**src/rtl/cp0_exc_commit_if.sv**
```systemverilog
// Writeback-to-CP0 commit bundle: exception record, MTC0/MFC0 access,
// interrupt lines and the flush/redirect and interrupt-pending responses.
interface cp0_exc_commit_if;
    logic        wb_valid;
    logic [31:0] pc;
    logic [31:0] badvaddr;
    logic [4:0]  excCode;
    logic        is_exc;
    logic        is_in_ds;
    logic        is_eret;
    logic        cp0_wen;
    logic [4:0]  cp0_waddr;
    logic [31:0] cp0_wdata;
    logic [4:0]  cp0_raddr;
    logic [31:0] cp0_rdata;
    logic [5:0]  hw_int;
    logic        exc_flush;
    logic [31:0] exc_target_pc;
    logic        int_pending;

    modport master (
        output wb_valid, pc, badvaddr, excCode, is_exc, is_in_ds, is_eret,
               cp0_wen, cp0_waddr, cp0_wdata, cp0_raddr, hw_int,
        input  cp0_rdata, exc_flush, exc_target_pc, int_pending
    );

    modport slave (
        input  wb_valid, pc, badvaddr, excCode, is_exc, is_in_ds, is_eret,
               cp0_wen, cp0_waddr, cp0_wdata, cp0_raddr, hw_int,
        output cp0_rdata, exc_flush, exc_target_pc, int_pending
    );
endinterface

```
**src/rtl/cp0_exc_commit.sv**
```systemverilog
// Commit-side CP0: applies exception/ERET/MTC0 records at writeback, runs the
// Count/Compare timer, and issues a registered one-cycle flush/redirect.
module cp0_exc_commit #(
    parameter logic [31:0] EXC_VECTOR = 32'hBFC0_0380
) (
    input logic            clk,
    input logic            reset,
    cp0_exc_commit_if.slave bus
);
    localparam logic [4:0] REG_BADVADDR = 5'd8;
    localparam logic [4:0] REG_COUNT    = 5'd9;
    localparam logic [4:0] REG_COMPARE  = 5'd11;
    localparam logic [4:0] REG_STATUS   = 5'd12;
    localparam logic [4:0] REG_CAUSE    = 5'd13;
    localparam logic [4:0] REG_EPC      = 5'd14;

    logic [31:0] badvaddr_q, count_q, compare_q, epc_q;
    logic [7:0]  im_q;
    logic        exl_q, ie_q;
    logic        bd_q, ti_q;
    logic [5:0]  ip_hw_q;
    logic [1:0]  ip_sw_q;
    logic [4:0]  exccode_q;
    logic        tick_q;

    logic        exc_c, eret_c, mtc0_c;
    logic [7:0]  ip;
    logic [31:0] status_w, cause_w;

    // Exception outranks ERET and suppresses MTC0 in the same record.
    assign exc_c  = bus.wb_valid & bus.is_exc;
    assign eret_c = bus.wb_valid & bus.is_eret & ~bus.is_exc;
    assign mtc0_c = bus.wb_valid & bus.cp0_wen & ~bus.is_exc;

    assign ip       = {ip_hw_q, ip_sw_q};
    assign status_w = {9'd0, 1'b1, 6'd0, im_q, 6'd0, exl_q, ie_q};
    assign cause_w  = {bd_q, ti_q, 14'd0, ip, 1'b0, exccode_q, 2'b00};

    always_ff @(posedge clk or posedge reset) begin
        if (reset) begin
            tick_q    <= 1'b0;
            count_q   <= '0;
            compare_q <= '0;
            ti_q      <= 1'b0;
            ip_hw_q   <= '0;
        end else begin
            tick_q <= ~tick_q;
            if (mtc0_c && bus.cp0_waddr == REG_COUNT)
                count_q <= bus.cp0_wdata;
            else if (tick_q)
                count_q <= count_q + 32'd1;
            // A Compare write clears TI even when Count==Compare that cycle.
            if (mtc0_c && bus.cp0_waddr == REG_COMPARE) begin
                compare_q <= bus.cp0_wdata;
                ti_q      <= 1'b0;
            end else if (count_q == compare_q) begin
                ti_q <= 1'b1;
            end
            ip_hw_q <= {bus.hw_int[5] | ti_q, bus.hw_int[4:0]};
        end
    end

    always_ff @(posedge clk or posedge reset) begin
        if (reset) begin
            badvaddr_q <= '0;
            epc_q      <= '0;
            im_q       <= '0;
            exl_q      <= 1'b0;
            ie_q       <= 1'b0;
            bd_q       <= 1'b0;
            ip_sw_q    <= '0;
            exccode_q  <= '0;
        end else begin
            if (mtc0_c) begin
                case (bus.cp0_waddr)
                    REG_STATUS: begin
                        im_q  <= bus.cp0_wdata[15:8];
                        exl_q <= bus.cp0_wdata[1];
                        ie_q  <= bus.cp0_wdata[0];
                    end
                    REG_CAUSE: ip_sw_q <= bus.cp0_wdata[9:8];
                    REG_EPC:   epc_q   <= bus.cp0_wdata;
                    default: ;
                endcase
            end
            if (eret_c)
                exl_q <= 1'b0;
            if (exc_c) begin
                if (!exl_q) begin
                    epc_q <= bus.pc;
                    bd_q  <= bus.is_in_ds;
                end
                exccode_q <= bus.excCode;
                exl_q     <= 1'b1;
                if (bus.excCode == 5'h04 || bus.excCode == 5'h05)
                    badvaddr_q <= bus.badvaddr;
            end
        end
    end

    always_ff @(posedge clk or posedge reset) begin
        if (reset) begin
            bus.exc_flush     <= 1'b0;
            bus.exc_target_pc <= '0;
        end else begin
            bus.exc_flush <= exc_c | eret_c;
            if (exc_c)
                bus.exc_target_pc <= EXC_VECTOR;
            else if (eret_c)
                bus.exc_target_pc <= epc_q;
        end
    end

    assign bus.int_pending = ie_q & ~exl_q & (|(ip & im_q));

    always_comb begin
        bus.cp0_rdata = '0;
        case (bus.cp0_raddr)
            REG_BADVADDR: bus.cp0_rdata = badvaddr_q;
            REG_COUNT:    bus.cp0_rdata = count_q;
            REG_COMPARE:  bus.cp0_rdata = compare_q;
            REG_STATUS:   bus.cp0_rdata = status_w;
            REG_CAUSE:    bus.cp0_rdata = cause_w;
            REG_EPC:      bus.cp0_rdata = epc_q;
            default:      bus.cp0_rdata = '0;
        endcase
    end
endmodule

```
**src/flat_wrapper.sv**
```systemverilog
// flat-port wrapper written by rule: the top's interface ports become plain ports
module cp0_exc_commit_flat 
#(
    parameter logic [31:0] EXC_VECTOR = 32'hBFC0_0380
)
  (clk, reset, bus_wb_valid, bus_pc, bus_badvaddr, bus_excCode, bus_is_exc, bus_is_in_ds, bus_is_eret, bus_cp0_wen, bus_cp0_waddr, bus_cp0_wdata, bus_cp0_raddr, bus_hw_int, bus_cp0_rdata, bus_exc_flush, bus_exc_target_pc, bus_int_pending);
  cp0_exc_commit_if bus_i ();
  input logic clk;
  input logic reset;
  input wire logic [$bits(bus_i.wb_valid)-1:0] bus_wb_valid;
  input wire logic [$bits(bus_i.pc)-1:0] bus_pc;
  input wire logic [$bits(bus_i.badvaddr)-1:0] bus_badvaddr;
  input wire logic [$bits(bus_i.excCode)-1:0] bus_excCode;
  input wire logic [$bits(bus_i.is_exc)-1:0] bus_is_exc;
  input wire logic [$bits(bus_i.is_in_ds)-1:0] bus_is_in_ds;
  input wire logic [$bits(bus_i.is_eret)-1:0] bus_is_eret;
  input wire logic [$bits(bus_i.cp0_wen)-1:0] bus_cp0_wen;
  input wire logic [$bits(bus_i.cp0_waddr)-1:0] bus_cp0_waddr;
  input wire logic [$bits(bus_i.cp0_wdata)-1:0] bus_cp0_wdata;
  input wire logic [$bits(bus_i.cp0_raddr)-1:0] bus_cp0_raddr;
  input wire logic [$bits(bus_i.hw_int)-1:0] bus_hw_int;
  output wire logic [$bits(bus_i.cp0_rdata)-1:0] bus_cp0_rdata;
  output wire logic [$bits(bus_i.exc_flush)-1:0] bus_exc_flush;
  output wire logic [$bits(bus_i.exc_target_pc)-1:0] bus_exc_target_pc;
  output wire logic [$bits(bus_i.int_pending)-1:0] bus_int_pending;
  assign bus_i.wb_valid = bus_wb_valid;
  assign bus_i.pc = bus_pc;
  assign bus_i.badvaddr = bus_badvaddr;
  assign bus_i.excCode = bus_excCode;
  assign bus_i.is_exc = bus_is_exc;
  assign bus_i.is_in_ds = bus_is_in_ds;
  assign bus_i.is_eret = bus_is_eret;
  assign bus_i.cp0_wen = bus_cp0_wen;
  assign bus_i.cp0_waddr = bus_cp0_waddr;
  assign bus_i.cp0_wdata = bus_cp0_wdata;
  assign bus_i.cp0_raddr = bus_cp0_raddr;
  assign bus_i.hw_int = bus_hw_int;
  assign bus_cp0_rdata = bus_i.cp0_rdata;
  assign bus_exc_flush = bus_i.exc_flush;
  assign bus_exc_target_pc = bus_i.exc_target_pc;
  assign bus_int_pending = bus_i.int_pending;
  cp0_exc_commit #(.EXC_VECTOR(EXC_VECTOR)) u_core (.clk(clk), .reset(reset), .bus(bus_i));
endmodule
```
**config.mk**
```make
export PLATFORM = sky130hd
export DESIGN_NAME = cp0_exc_commit_flat
export DESIGN_NICKNAME = d
export VERILOG_FILES = /design/src/rtl/cp0_exc_commit_if.sv /design/src/rtl/cp0_exc_commit.sv /design/src/flat_wrapper.sv
export SDC_FILE = /design/constraint.sdc
export NUM_CORES = 1
export LEC_CHECK = 0
export BUFFER_PORTS_ARGS = -buffer_cell sky130_fd_sc_hd__buf_2
export CORE_MARGIN = 2
export CORE_UTILIZATION = 55
export DETAILED_ROUTE_END_ITERATION = 8
export HOLD_SLACK_MARGIN = 0.08
export PLACE_DENSITY_LB_ADDON = 0.05
export SETUP_SLACK_MARGIN = 0.1
export SLEW_MARGIN = 10
export SYNTH_ARGS = -nofsm -noshare
export SYNTH_HDL_FRONTEND = slang
export SYNTH_SLANG_ARGS = --single-unit
```
**constraint.sdc**
```tcl
create_clock -name clk -period 7.26 [get_ports clk]
set_input_delay 0.726 -clock clk [delete_from_list [all_inputs] [get_ports clk]]
set_output_delay 0.726 -clock clk [all_outputs]
set_load 0.005 [all_outputs]
```
==> results.toml <==
[pwr]
power.switching_w = 0.000809
pwr-share-seq_pct = 50.5
vdd_ir_drop_max_uv = 182
powerDensity_nw_per_um2 = 255
comb_power_share_pct = 15.9
p_clk_share_pct = 33.6
power.total_w = 0.00276
switching_share_pct = 29.3
p_int_w = 0.00195
p_leak_nw = 4.99

[detailed_routing]
vias_per_cell = 5.90
routed_wl_mm = 25.6
wire_per_inst_um = 20.5
antenna_left = 0
firstDrtPassIters = 6
vias = 7385
drc_errors = 0
drt_iter0_markers = 649

[finish]
nets = 1143
final_layout_size_suffix_gt1_share_pct = 33.1
syn_to_final_growth_pct = 18.8

[yosys]
seq_area_frac_synth_pct = 51.4
synth_edf_count = 0
synth_top_area_share_pct = 51.4
syn_area_per_cell_um2 = 10.6
synth_top_area_cell = "dfrtp_1"
synth_area_leaders = "dfrtp_1 51%, mux2_2 10%, nand2_1 6.7%"
netlist_instances = 856
yosysUniqueCellTypes = 46
synth_nets = 981
synth_warnings = 0
synth-async-reset-ratio_pct = 100
netlist_area_um2 = 9100
ys_dominant_reg_cell = "dfrtp_1"
synth-seq-cells = 187

[clock_network]
clkTransAtPathRegs_ps = 70
cts_buffer_depth = 2
cts_inserted_buffers = 17
root_buffer = "clkbuf_16"
hold_buffers = 0
clock_latency_ps = 430
htreeDepth = 4
postCtsSetupBuffers = 0
ctsResizeCount = 0
cts_tree = "yes"
cts_sinks = 187

[setup_path]
crit_chain = "buf_2, nand2_1, nor4_4, a22oi_1, nand2_1, buf_2"
arrival_ps = 2130
cp_max_fo = 11
cp.required_ps = 6530
startpoint_type = "input pin"
critPathBufInv = 2
critPathSlowestCell = "nor4_4"
slowest_delay_ps = 660
cp_top_family = "simple AND/OR/NAND/NOR gates"
cp-end-kind = "output pin"
crit_type = "input pin to output pin"

[grt]
busiest_layer = "met2"
grt_max_degree = 111
grt_antenna_before_repair = 1
gr-usage-met2_pct = 46.2
overflow = 0
grt_pass1_wl_mm = 40.4
grt_pass1_vias = 7153
globalRouteTotalUtil_pct = 29.8
use_met1_pct = 43.9
grt_util_met3_pct = 5.36

[timing]
tightest_slew_ps = 1030
rsz0062_at_grt = "false"
fmax_mhz = 350
final-max-slew-violation-count = 0
tns_ps = 0
hold_violations = 0
layout_min_cycle_time_ps = 2850
relSlewSlack_pct = 31.1
fin_crit_sh_pct = 39.3
fin_skew_ps = 7.54
setup_viol = 0

[die]
start_util_pct = 55.7
die_y_um = 133
die_w_um = 133
num_rows = 47
io_pins = 190
die_area_um2 = 17600
core-area_um2 = 16300

[place]
gp_congestion = 0.856
io_buffers = 189
post-dp-hpwl_mm = 17.2

[hold_path]
min_path_type = "input pin to flop"

[flow_run]
drv_cap = 0

[status]
status = "complete, no violations"
## per-layer routing
layer	vias up	part of all wire, %
li1	3383	-
met1	3691	47
met2	284	46
met3	27	6.4
met4	0	1.2
met5	-	0
## synthesized netlist by cell type (2+ instances only)
cell / n
nand2b_1: 2
nand2_1: 163
o21ai_1: 32
a22oi_1: 63
nand3b_1: 2
clkbuf_1: 38
buf_1: 3
nand4_1: 18
nand4b_1: 2
a222oi_1: 10
xnor2_1: 41
inv_1: 3
buf_2: 14
mux2i_1: 34
mux2_2: 84
nor2_1: 10
nand3_1: 56
dfrtp_1: 187
o21ai_0: 30
nand3_2: 2
and4_1: 2
a21oi_1: 3
nor3_1: 5
nor3_4: 2
buf_8: 3
xor2_1: 21
nor4_1: 6
or2_2: 2
## cell usage in the layout (no fill, tap or decap), drive strengths merged, types with 18 or more instances in the layout
cell type    n
buf        203
nand4       19
nand2      163
a22oi       63
nand3       58
mux2i       34
o21ai       62
mux2        84
clkbuf      18
xnor2       41
xor2        21
dfrtp      187
## worst paths after layout
| check | start | to | slack (ps) | cells past startpoint |
|---|---|---|---|---|
| worst max register to register | u_core.count_q[10] | u_core.count_q[22] | 4890 | 5 |
| max in group asynchronous | reset | u_core.epc_q[15] | 5150 | 3 |
| worst min-delay path | bus_hw_int[1] | u_core.ip_hw_q[1] | 400 | 1 |
| worst max-delay path | bus_cp0_raddr[2] | bus_cp0_rdata[1] | 4410 | 6 |
| worst min register to register | u_core.bus.exc_target_pc[28] | u_core.bus.exc_target_pc[28] | 490 | 2 |
| min in group asynchronous | reset | u_core.bus.exc_target_pc[2] | 510 | 2 |
## sequential cells by signal (all words and copies together) (netlist names)
register	cells
u_core.bd_q	1
u_core.bus.exc_target_pc	32
u_core.compare_q	32
u_core.ip_sw_q	2
u_core.ti_q	1
u_core.ie_q	1
u_core.count_q	32
u_core.im_q	8
u_core.epc_q	32
u_core.badvaddr_q	32
u_core.ip_hw_q	6
u_core.tick_q	1
u_core.bus.exc_flush	1
u_core.exccode_q	5
u_core.exl_q	1
## per-stage QoR
step	instance area, um2	hold WS [ps]	worst slack (ps)	utilization, %	cells
3_3_place_gp	10200	473	4010	62.5	1219
3_5_place_dp	10200	478	3960	62.5	1219
2_1_floorplan	9100	461	1450	-	856
6_report	10800	398	4410	66.1	1252
4_1_cts	10800	387	4410	66.1	1251
5_1_grt	10800	390	4240	66.1	1252
## worst reg2reg max path: cells and delay by family, from the launching register on
family,cells,cell delay (ps)
simple gates,3,1300
xor+xnor,1,190
flops,1,510
mux,1,260
## final cells by class
class,count,area (um2)
fill,1394,5530
sequential,187,4680
multi-input combinational,606,4200
timing repair buffer,203,1050
clock buffer,18,439
tap,220,275
clock inverter,14,148
inverter,3,16.3
antenna,1,2.50
## power by group through the flow
stage	clock network [W]	registers (W)	logic [W]
after floorplan	0	0.00134	0.000311
after global placement	0	0.00140	0.000429
after detailed placement	0	0.00141	0.000440
after CTS	0.000939	0.00139	0.000443
after global routing	0.000982	0.00141	0.000489
final	0.000929	0.00139	0.000439
## cells by family after synthesis
kind of cell / count (synthesis) / synth area share [%]
AOI/OAI and AO/OA: 141 / 10.2
muxes: 118 / 14.1
buffers and inverters: 63 / 3.22
DFF: 187 / 51.4
xor gates and xnor gates: 62 / 5.97
adders and majority gates: 1 / 0.137
and+or+nand+nor: 284 / 15.0
No activity file was read; power rests on OpenSTA's default activity.
